===== src/rtl/iomem_pkg.sv =====
// Shared types and constants for the picosoc iomem interconnect:
// FSM encoding, the error read-data pattern and the region IDs of the peripherals.
package iomem_pkg;

  typedef enum logic [1:0] {
    ST_IDLE    = 2'd0,
    ST_ACCESS  = 2'd1,
    ST_ERROR   = 2'd2,
    ST_RESPOND = 2'd3
  } state_e;

  localparam logic [31:0] ERR_RDATA_DEFAULT = 32'hDEAD_BEEF;

  localparam logic [7:0] ID_GPIO  = 8'h03;
  localparam logic [7:0] ID_AUDIO = 8'h04;
  localparam logic [7:0] ID_VIDEO = 8'h05;
  localparam logic [7:0] ID_I2C   = 8'h07;

  // Slot i holds the region ID of slave i, slot 0 in the low byte.
  localparam logic [31:0] DEFAULT_SLAVE_IDS = {ID_I2C, ID_VIDEO, ID_AUDIO, ID_GPIO};

endpackage


===== src/rtl/iomem_addr_decode.sv =====
// Region decoder: matches addr[31:24] against the per-slot IDs and returns
// a one-hot select (lowest matching slot wins) plus a hit flag.
module iomem_addr_decode
  import iomem_pkg::*;
#(
  parameter int                        NUM_SLAVES = 4,
  parameter logic [8*NUM_SLAVES-1:0]   SLAVE_IDS  = DEFAULT_SLAVE_IDS
) (
  input  logic [7:0]            region,
  output logic [NUM_SLAVES-1:0] sel,
  output logic                  hit
);

  logic [NUM_SLAVES-1:0] match_s;

  // Raw per-slot comparison, then isolate the lowest set bit so duplicates stay one-hot.
  always_comb begin
    match_s = '0;
    for (int i = 0; i < NUM_SLAVES; i++) begin
      match_s[i] = (region == SLAVE_IDS[8*i +: 8]);
    end
    sel = match_s & (~match_s + NUM_SLAVES'(1));
    hit = |match_s;
  end

endmodule


===== src/rtl/iomem_interconnect.sv =====
// Single-master, N-slave iomem controller: decodes the region, sequences the
// slave handshake and terminates unmapped or hung accesses with an error response.
module iomem_interconnect
  import iomem_pkg::*;
#(
  parameter int                        NUM_SLAVES     = 4,
  parameter logic [8*NUM_SLAVES-1:0]   SLAVE_IDS      = DEFAULT_SLAVE_IDS,
  parameter int                        TIMEOUT_W      = 8,
  parameter logic [TIMEOUT_W-1:0]      TIMEOUT_CYCLES = 8'd200,
  parameter logic [31:0]               ERR_RDATA      = ERR_RDATA_DEFAULT
) (
  input  logic                     clk,
  input  logic                     resetn,
  input  logic                     m_valid,
  output logic                     m_ready,
  input  logic [31:0]              m_addr,
  input  logic [3:0]               m_wstrb,
  input  logic [31:0]              m_wdata,
  output logic [31:0]              m_rdata,
  output logic [NUM_SLAVES-1:0]    s_valid,
  input  logic [NUM_SLAVES-1:0]    s_ready,
  input  logic [32*NUM_SLAVES-1:0] s_rdata,
  output logic [31:0]              s_addr,
  output logic [3:0]               s_wstrb,
  output logic [31:0]              s_wdata,
  output logic                     err_irq,
  output logic                     err_flag,
  output logic [31:0]              err_addr,
  input  logic                     err_clear
);

  if (TIMEOUT_CYCLES == '0) begin : g_bad_timeout
    $error("iomem_interconnect: TIMEOUT_CYCLES must be non-zero");
  end

  localparam logic [TIMEOUT_W-1:0] TO_LAST = TIMEOUT_CYCLES - TIMEOUT_W'(1);
  localparam logic [TIMEOUT_W-1:0] CNT_MAX = '1;

  state_e                  state_q, state_d;
  logic [NUM_SLAVES-1:0]   s_valid_q, s_valid_d;
  logic [31:0]             s_addr_q, s_addr_d;
  logic [3:0]              s_wstrb_q, s_wstrb_d;
  logic [31:0]             s_wdata_q, s_wdata_d;
  logic                    m_ready_q, m_ready_d;
  logic [31:0]             m_rdata_q, m_rdata_d;
  logic                    err_irq_q, err_irq_d;
  logic                    err_flag_q, err_flag_d;
  logic [31:0]             err_addr_q, err_addr_d;
  logic [TIMEOUT_W-1:0]    cnt_q, cnt_d;

  logic [NUM_SLAVES-1:0]   dec_sel_s;
  logic                    dec_hit_s;
  logic                    sel_ready_s;
  logic [31:0]             sel_rdata_s;

  iomem_addr_decode #(
    .NUM_SLAVES (NUM_SLAVES),
    .SLAVE_IDS  (SLAVE_IDS)
  ) u_decode (
    .region (m_addr[31:24]),
    .sel    (dec_sel_s),
    .hit    (dec_hit_s)
  );

  // Ready and read data come only from the slave currently being driven.
  always_comb begin
    sel_ready_s = |(s_ready & s_valid_q);
    sel_rdata_s = 32'h0000_0000;
    for (int i = 0; i < NUM_SLAVES; i++) begin
      sel_rdata_s = sel_rdata_s | (s_rdata[32*i +: 32] & {32{s_valid_q[i]}});
    end
  end

  // Next-state and next-output logic; every output is registered below.
  always_comb begin
    state_d    = state_q;
    s_valid_d  = s_valid_q;
    s_addr_d   = s_addr_q;
    s_wstrb_d  = s_wstrb_q;
    s_wdata_d  = s_wdata_q;
    m_ready_d  = 1'b0;
    m_rdata_d  = m_rdata_q;
    err_irq_d  = 1'b0;
    err_addr_d = err_addr_q;
    cnt_d      = cnt_q;

    case (state_q)
      ST_IDLE: begin
        if (m_valid) begin
          s_addr_d  = m_addr;
          s_wstrb_d = m_wstrb;
          s_wdata_d = m_wdata;
          cnt_d     = '0;
          if (dec_hit_s) begin
            s_valid_d = dec_sel_s;
            state_d   = ST_ACCESS;
          end else begin
            s_valid_d  = '0;
            m_rdata_d  = ERR_RDATA;
            err_irq_d  = 1'b1;
            err_addr_d = m_addr;
            state_d    = ST_ERROR;
          end
        end else begin
          state_d = ST_IDLE;
        end
      end
      ST_ACCESS: begin
        // A ready on the last allowed cycle still wins over the watchdog.
        if (sel_ready_s) begin
          m_rdata_d = (s_wstrb_q != 4'b0000) ? 32'h0000_0000 : sel_rdata_s;
          s_valid_d = '0;
          m_ready_d = 1'b1;
          state_d   = ST_RESPOND;
        end else if (cnt_q == TO_LAST) begin
          s_valid_d  = '0;
          m_rdata_d  = ERR_RDATA;
          err_irq_d  = 1'b1;
          err_addr_d = s_addr_q;
          state_d    = ST_ERROR;
        end else begin
          cnt_d = (cnt_q == CNT_MAX) ? cnt_q : cnt_q + TIMEOUT_W'(1);
        end
      end
      ST_ERROR: begin
        m_ready_d = 1'b1;
        state_d   = ST_RESPOND;
      end
      ST_RESPOND: begin
        state_d = ST_IDLE;
      end
      default: begin
        s_valid_d = '0;
        state_d   = ST_IDLE;
      end
    endcase

    if (err_irq_d) begin
      err_flag_d = 1'b1;
    end else if (err_clear) begin
      err_flag_d = 1'b0;
    end else begin
      err_flag_d = err_flag_q;
    end
  end

  // State and output registers; reset aborts any transaction without a response.
  always_ff @(posedge clk or negedge resetn) begin
    if (!resetn) begin
      state_q    <= ST_IDLE;
      s_valid_q  <= '0;
      s_addr_q   <= 32'h0000_0000;
      s_wstrb_q  <= 4'b0000;
      s_wdata_q  <= 32'h0000_0000;
      m_ready_q  <= 1'b0;
      m_rdata_q  <= 32'h0000_0000;
      err_irq_q  <= 1'b0;
      err_flag_q <= 1'b0;
      err_addr_q <= 32'h0000_0000;
      cnt_q      <= '0;
    end else begin
      state_q    <= state_d;
      s_valid_q  <= s_valid_d;
      s_addr_q   <= s_addr_d;
      s_wstrb_q  <= s_wstrb_d;
      s_wdata_q  <= s_wdata_d;
      m_ready_q  <= m_ready_d;
      m_rdata_q  <= m_rdata_d;
      err_irq_q  <= err_irq_d;
      err_flag_q <= err_flag_d;
      err_addr_q <= err_addr_d;
      cnt_q      <= cnt_d;
    end
  end

  assign s_valid  = s_valid_q;
  assign s_addr   = s_addr_q;
  assign s_wstrb  = s_wstrb_q;
  assign s_wdata  = s_wdata_q;
  assign m_ready  = m_ready_q;
  assign m_rdata  = m_rdata_q;
  assign err_irq  = err_irq_q;
  assign err_flag = err_flag_q;
  assign err_addr = err_addr_q;

endmodule


===== config.mk =====
export PLATFORM = sky130hd
export DESIGN_NAME = iomem_interconnect
export DESIGN_NICKNAME = d
export VERILOG_FILES = /design/src/rtl/iomem_pkg.sv /design/src/rtl/iomem_addr_decode.sv /design/src/rtl/iomem_interconnect.sv
export SDC_FILE = /design/constraint.sdc
export NUM_CORES = 1
export LEC_CHECK = 0
export CORE_AREA = 2 2 133 135
export CTS_CLUSTER_SIZE = 8
export DETAILED_ROUTE_END_ITERATION = 7
export DIE_AREA = 0 0 135 137
export GPL_ROUTABILITY_DRIVEN = 1
export GPL_TIMING_DRIVEN = 0
export HOLD_SLACK_MARGIN = 0.03
export PLACE_DENSITY = 0.83
export SETUP_SLACK_MARGIN = 0.05
export SYNTH_ARGS = -nofsm -noshare
export SYNTH_HDL_FRONTEND = slang
export SYNTH_SLANG_ARGS = --single-unit

===== constraint.sdc =====
create_clock -name clk -period 2.13 [get_ports clk]
set_input_delay 0.213 -clock clk [delete_from_list [all_inputs] [get_ports clk]]
set_output_delay 0.213 -clock clk [all_outputs]
set_load 0.01 [all_outputs]

==> reports/results.txt <==
The tools report the initial core utilization as 0.4050. From left edge to right edge, the die measures 135 um. Origin of the worst setup path: state_q[0]. The delay of the slowest critical-path stage was 0.37 ns. In the final timing run, aggregate negative setup slack is 0 ns.

The clock share of power was 0.215; the switching part of the total was 0.3370. For this run, the number of Yosys warnings is 0. The finished layout holds 1231 standard cells, fillers aside. The wire length of the first global-routing pass came out at 37.32 mm. The run gives 0.321 as the fraction of power consumed by sequential logic.

Number of violations reported at the end of detailed-routing iteration 0: 305. In this run the remaining antenna-violating nets after routing total 0. For this design the total switching power over the nets is 5.146 mW.

The number of antenna violations at the first check in global routing is 0, and the average via count per standard cell is 5.438. In this run the count of I/O pins placed on the die edge is 343. Clock transition at the register clock pins on the worst setup and hold paths after CTS: 0.07 ns.

The sequential cell area fraction in the yosys report was 0.5398; the number of I/O port buffers was 342. After technology mapping, the gate count stands at 610. The run gives 89 as the pin count of the biggest net entering global routing. The analysis attributes to cell leakage a power of 4.948 nW. The number of buffers and inverters on the critical path is 4. The actual transition at the worst max-transition pin is 0.6490 ns.

The antenna diode instance count was 0; the final period demand of the worst path was 2.115 ns. After routing the design area is 0.01188 mm2. In the final routed layout, each cell accounts on average for 21.28 um. Biggest area consumer among synthesized cells: sky130_fd_sc_hd__dfrtp_1. The hold path startpoint is m_addr[26]. In this run the worst path has a maximum fanout of 8. The post-synthesis register bit count works out to 149. Total of max-cap violations: 0.

Before antenna repair, the detailed router went through 5 iterations. The worst-case clock buffer depth was 2. The floorplan step defined a core boundary enclosing 0.01706 mm2. Dividing the synthesized area by the synthesized cell count gives 11.32 um2. Maximum ir drop on the vdd rail: 953.6 uV. The worst hold path belongs to the class input pin to flop.

STA classifies the critical path startpoint as a flop. Cell internal power was estimated by the tool at 10.12 mW. Row generation in the floorplan step produced 48 rows. For this run, the leading register cell type out of synthesis is sky130_fd_sc_hd__dfrtp_1. At the end of the flow, the number of nets in the layout was 1201. For this block, the via count after detailed routing is 6694.

The fraction of the cycle the final worst path needs was 0.9928; the cell area after placement was 0.01065 mm2. At the later pin of the worst-skew pair, clock insertion delay measures 0.42 ns. Die area: 0.01850 mm2.

The die extent in y came out at 137 um. The critical path is of the flop to flop type. The normalized max-slew margin was 0.5673.

STA classifies the critical path endpoint as a flop. The combinational share of power is 0.463, and the fraction of registers with async set/reset is 1.000. The cell count after placement came out at 1178. The tools report the setup-violating endpoint count in the final report as 0. Startpoint of the worst-slack reg-to-reg timing path: state_q[0]. Worst setup skew after layout: 0.01259 ns. The number of buffers inserted during clock tree synthesis is 17.

The flow ran to the end, and the final reports show no timing, DRC or antenna violations. The number of remaining DRC errors came out at 0. The slowest stage of the critical path belongs to the cell sky130_fd_sc_hd__dfrtp_1. The signal arrival time at the worst endpoint is 2.41 ns. The signal on the critical path passes through inv_2 > ha_4 > buf_6 > mux2i_4 > a41oi_2 > nand4_1 > buf_6 > clkbuf_16 > o22ai_1 > o21ba_1. The run gives 0.01525 ns as the post-route worst setup slack. Detailed placement finished with a half-perimeter wire length of 19.15 mm. The overall track demand over capacity in global routing is 0.2650, and the upper clock frequency limit is 472.9 MHz. The share of the synthesized area in the top cell type was 0.5398. The commonest cells after synthesis are sky130_fd_sc_hd__dfrtp_1 (149), sky130_fd_sc_hd__nand2_1 (75), sky130_fd_sc_hd__mux2_2 (68). Yosys instantiated no cell more often than sky130_fd_sc_hd__dfrtp_1.

The tree is rooted in a sky130_fd_sc_hd__clkbuf_16. Ranked by total cell area, the synthesized netlist is headed by sky130_fd_sc_hd__dfrtp_1 (54%), sky130_fd_sc_hd__mux2_2 (11%), sky130_fd_sc_hd__a22oi_1 (5.4%). The share of final-layout standard cells stronger than drive strength 1 is 0.1968, and the overall overflow remaining after global route is 0.

The sum of routed wire length over all layers was 26.19 mm; the number of synthesized flops with an enable pin was 0. At the end of routability-driven placement, the weighted congestion stood at 0.9138. The count of final max-slew check failures came out at 0. The cell area that synthesis handed to floorplanning was 0.006908 mm2. The maximum level of the CTS H-tree is 4. The final hold violation count was 0; the required time reported for the critical path endpoint was 2.43 ns.

TritonCTS built the clock tree. The clock drives 149 sinks. The tools report the number of distinct library cells after synthesis as 48. The layout has 1252 filler cells.

The area growth from synthesis to layout is 71.98%. The run gives 818 as the synthesized netlist net count. The cell that appears most often on the critical path is sky130_fd_sc_hd__buf_6. In this design, the largest share of critical-path delay is due to buffers and inverters. The number of global-route vias before repair was 6878; the power per cell area was 1285 mW/mm2. Setup repair after global routing could not meet its margin everywhere. Timing analysis after detailed placement gives a worst setup slack of -0.4271 ns.
==> cells in the final DEF, fill, tap and decap left out, drive strengths merged, types with 10 or more instances in the layout <==
| master | instances |
|---|---|
| mux2 | 69 |
| o31ai | 12 |
| o21ba | 29 |
| o21ai | 33 |
| clkbuf | 55 |
| nand2 | 75 |
| dfrtp | 149 |
| a21oi | 25 |
| inv | 10 |
| a22oi | 50 |
| buf | 33 |
| nand3 | 12 |
| o22ai | 31 |
| clkdlybuf4s50 | 340 |
==> cell type report <==
cell class,instances,area [um2],share of cell area
inverters,7,26.28,0.002212
flip-flops and latches,149,3729,0.3139
plain buffers,48,330.3,0.02780
repair buffers,363,3664,0.3084
clock inverters,13,195.2,0.01643
clock buffers,19,452.9,0.03813
well taps,225,281.5,0.02370
multi-input cells,407,3202,0.2695
==> flip-flops by register name, summed over array words and instances (netlist names) <==
| name | count |
|---|---|
| m_ready | 1 |
| err_addr | 32 |
| s_wdata | 32 |
| s_wstrb | 4 |
| s_addr | 32 |
| err_irq | 1 |
| state_q | 2 |
| cnt_q | 8 |
| s_valid | 4 |
| m_rdata | 32 |
| err_flag | 1 |
==> kinds of logic after synthesis <==
family          Yosys count  share of synthesized area
simple gates            119                    0.08060
buf+inv                  55                    0.03677
flops                   149                     0.5398
fa+ha+maj                 4                   0.007245
mux                      71                     0.1159
compound gates          212                     0.2197
==> power by group through the flow <==
| stage | Sequential [mW] | Clock, mW | Combinational [mW] |
|---|---|---|---|
| 5_1_grt | 5.05 | 3.46 | 7.50 |
| 4_1_cts | 4.83 | 3.32 | 6.79 |
| 3_3_place_gp | 4.78 | 0 | 6.42 |
| 6_report | 4.91 | 3.29 | 7.08 |
| 3_5_place_dp | 4.86 | 0 | 6.55 |
| 2_1_floorplan | 5.32 | 0 | 2.29 |
==> worst reg2reg max path: cells and delay by family, from the launching register on <==
family	cells	cell delay (ns)
flip-flops	1	0.37
adder cells (fa/ha/maj)	1	0.16
multiplexers	1	0.19
AND/OR/NAND/NOR	1	0.17
buffers and inverters	4	0.58
AO/OA/AOI/OAI	3	0.54
==> timing repair <==
action,in CTS,in global routing
gates cloned,0,4
hold endpoints to repair,61,0
setup buffers,8,8
endpoints found under the setup margin,137,80
hold buffers,1,0
pin swaps,2,11
gates resized for setup,42,62
==> layer usage <==
metal  wire length (um)  up-vias  share of wire  GRT usage
met5                  0        -              0          0
met4                658        0          0.025    0.09954
met3               2802       37           0.11     0.1137
met2              13240      334           0.51     0.4577
met1               9490     3278           0.36     0.2906
li1                   -     3045              -          -
==> through the flow <==
step	power [mW]	hold WS [ns]	utilization
after CTS	14.93	0.3576	0.6741
after floorplan	7.613	-0.08259	-
after detailed placement	11.41	0.2349	0.6243
after global routing	16.02	0.2837	0.6965
final	15.27	0.2861	0.6965
after global placement	11.21	0.4598	0.6222
==> worst paths after layout <==
check / end / slack [ns] / cells after the start
hold / removal: s_valid[3] / 0.29 / 3
max in group asynchronous: s_addr[18] / 0.95 / 3
setup / recovery: err_addr[5] / 0.02 / 10
hold reg to reg: m_rdata[22] / 0.48 / 2
min in group asynchronous: state_q[1] / 0.35 / 2
setup reg to reg: err_addr[5] / 0.02 / 10
Note: power is estimated with default switching activity, not from simulation.
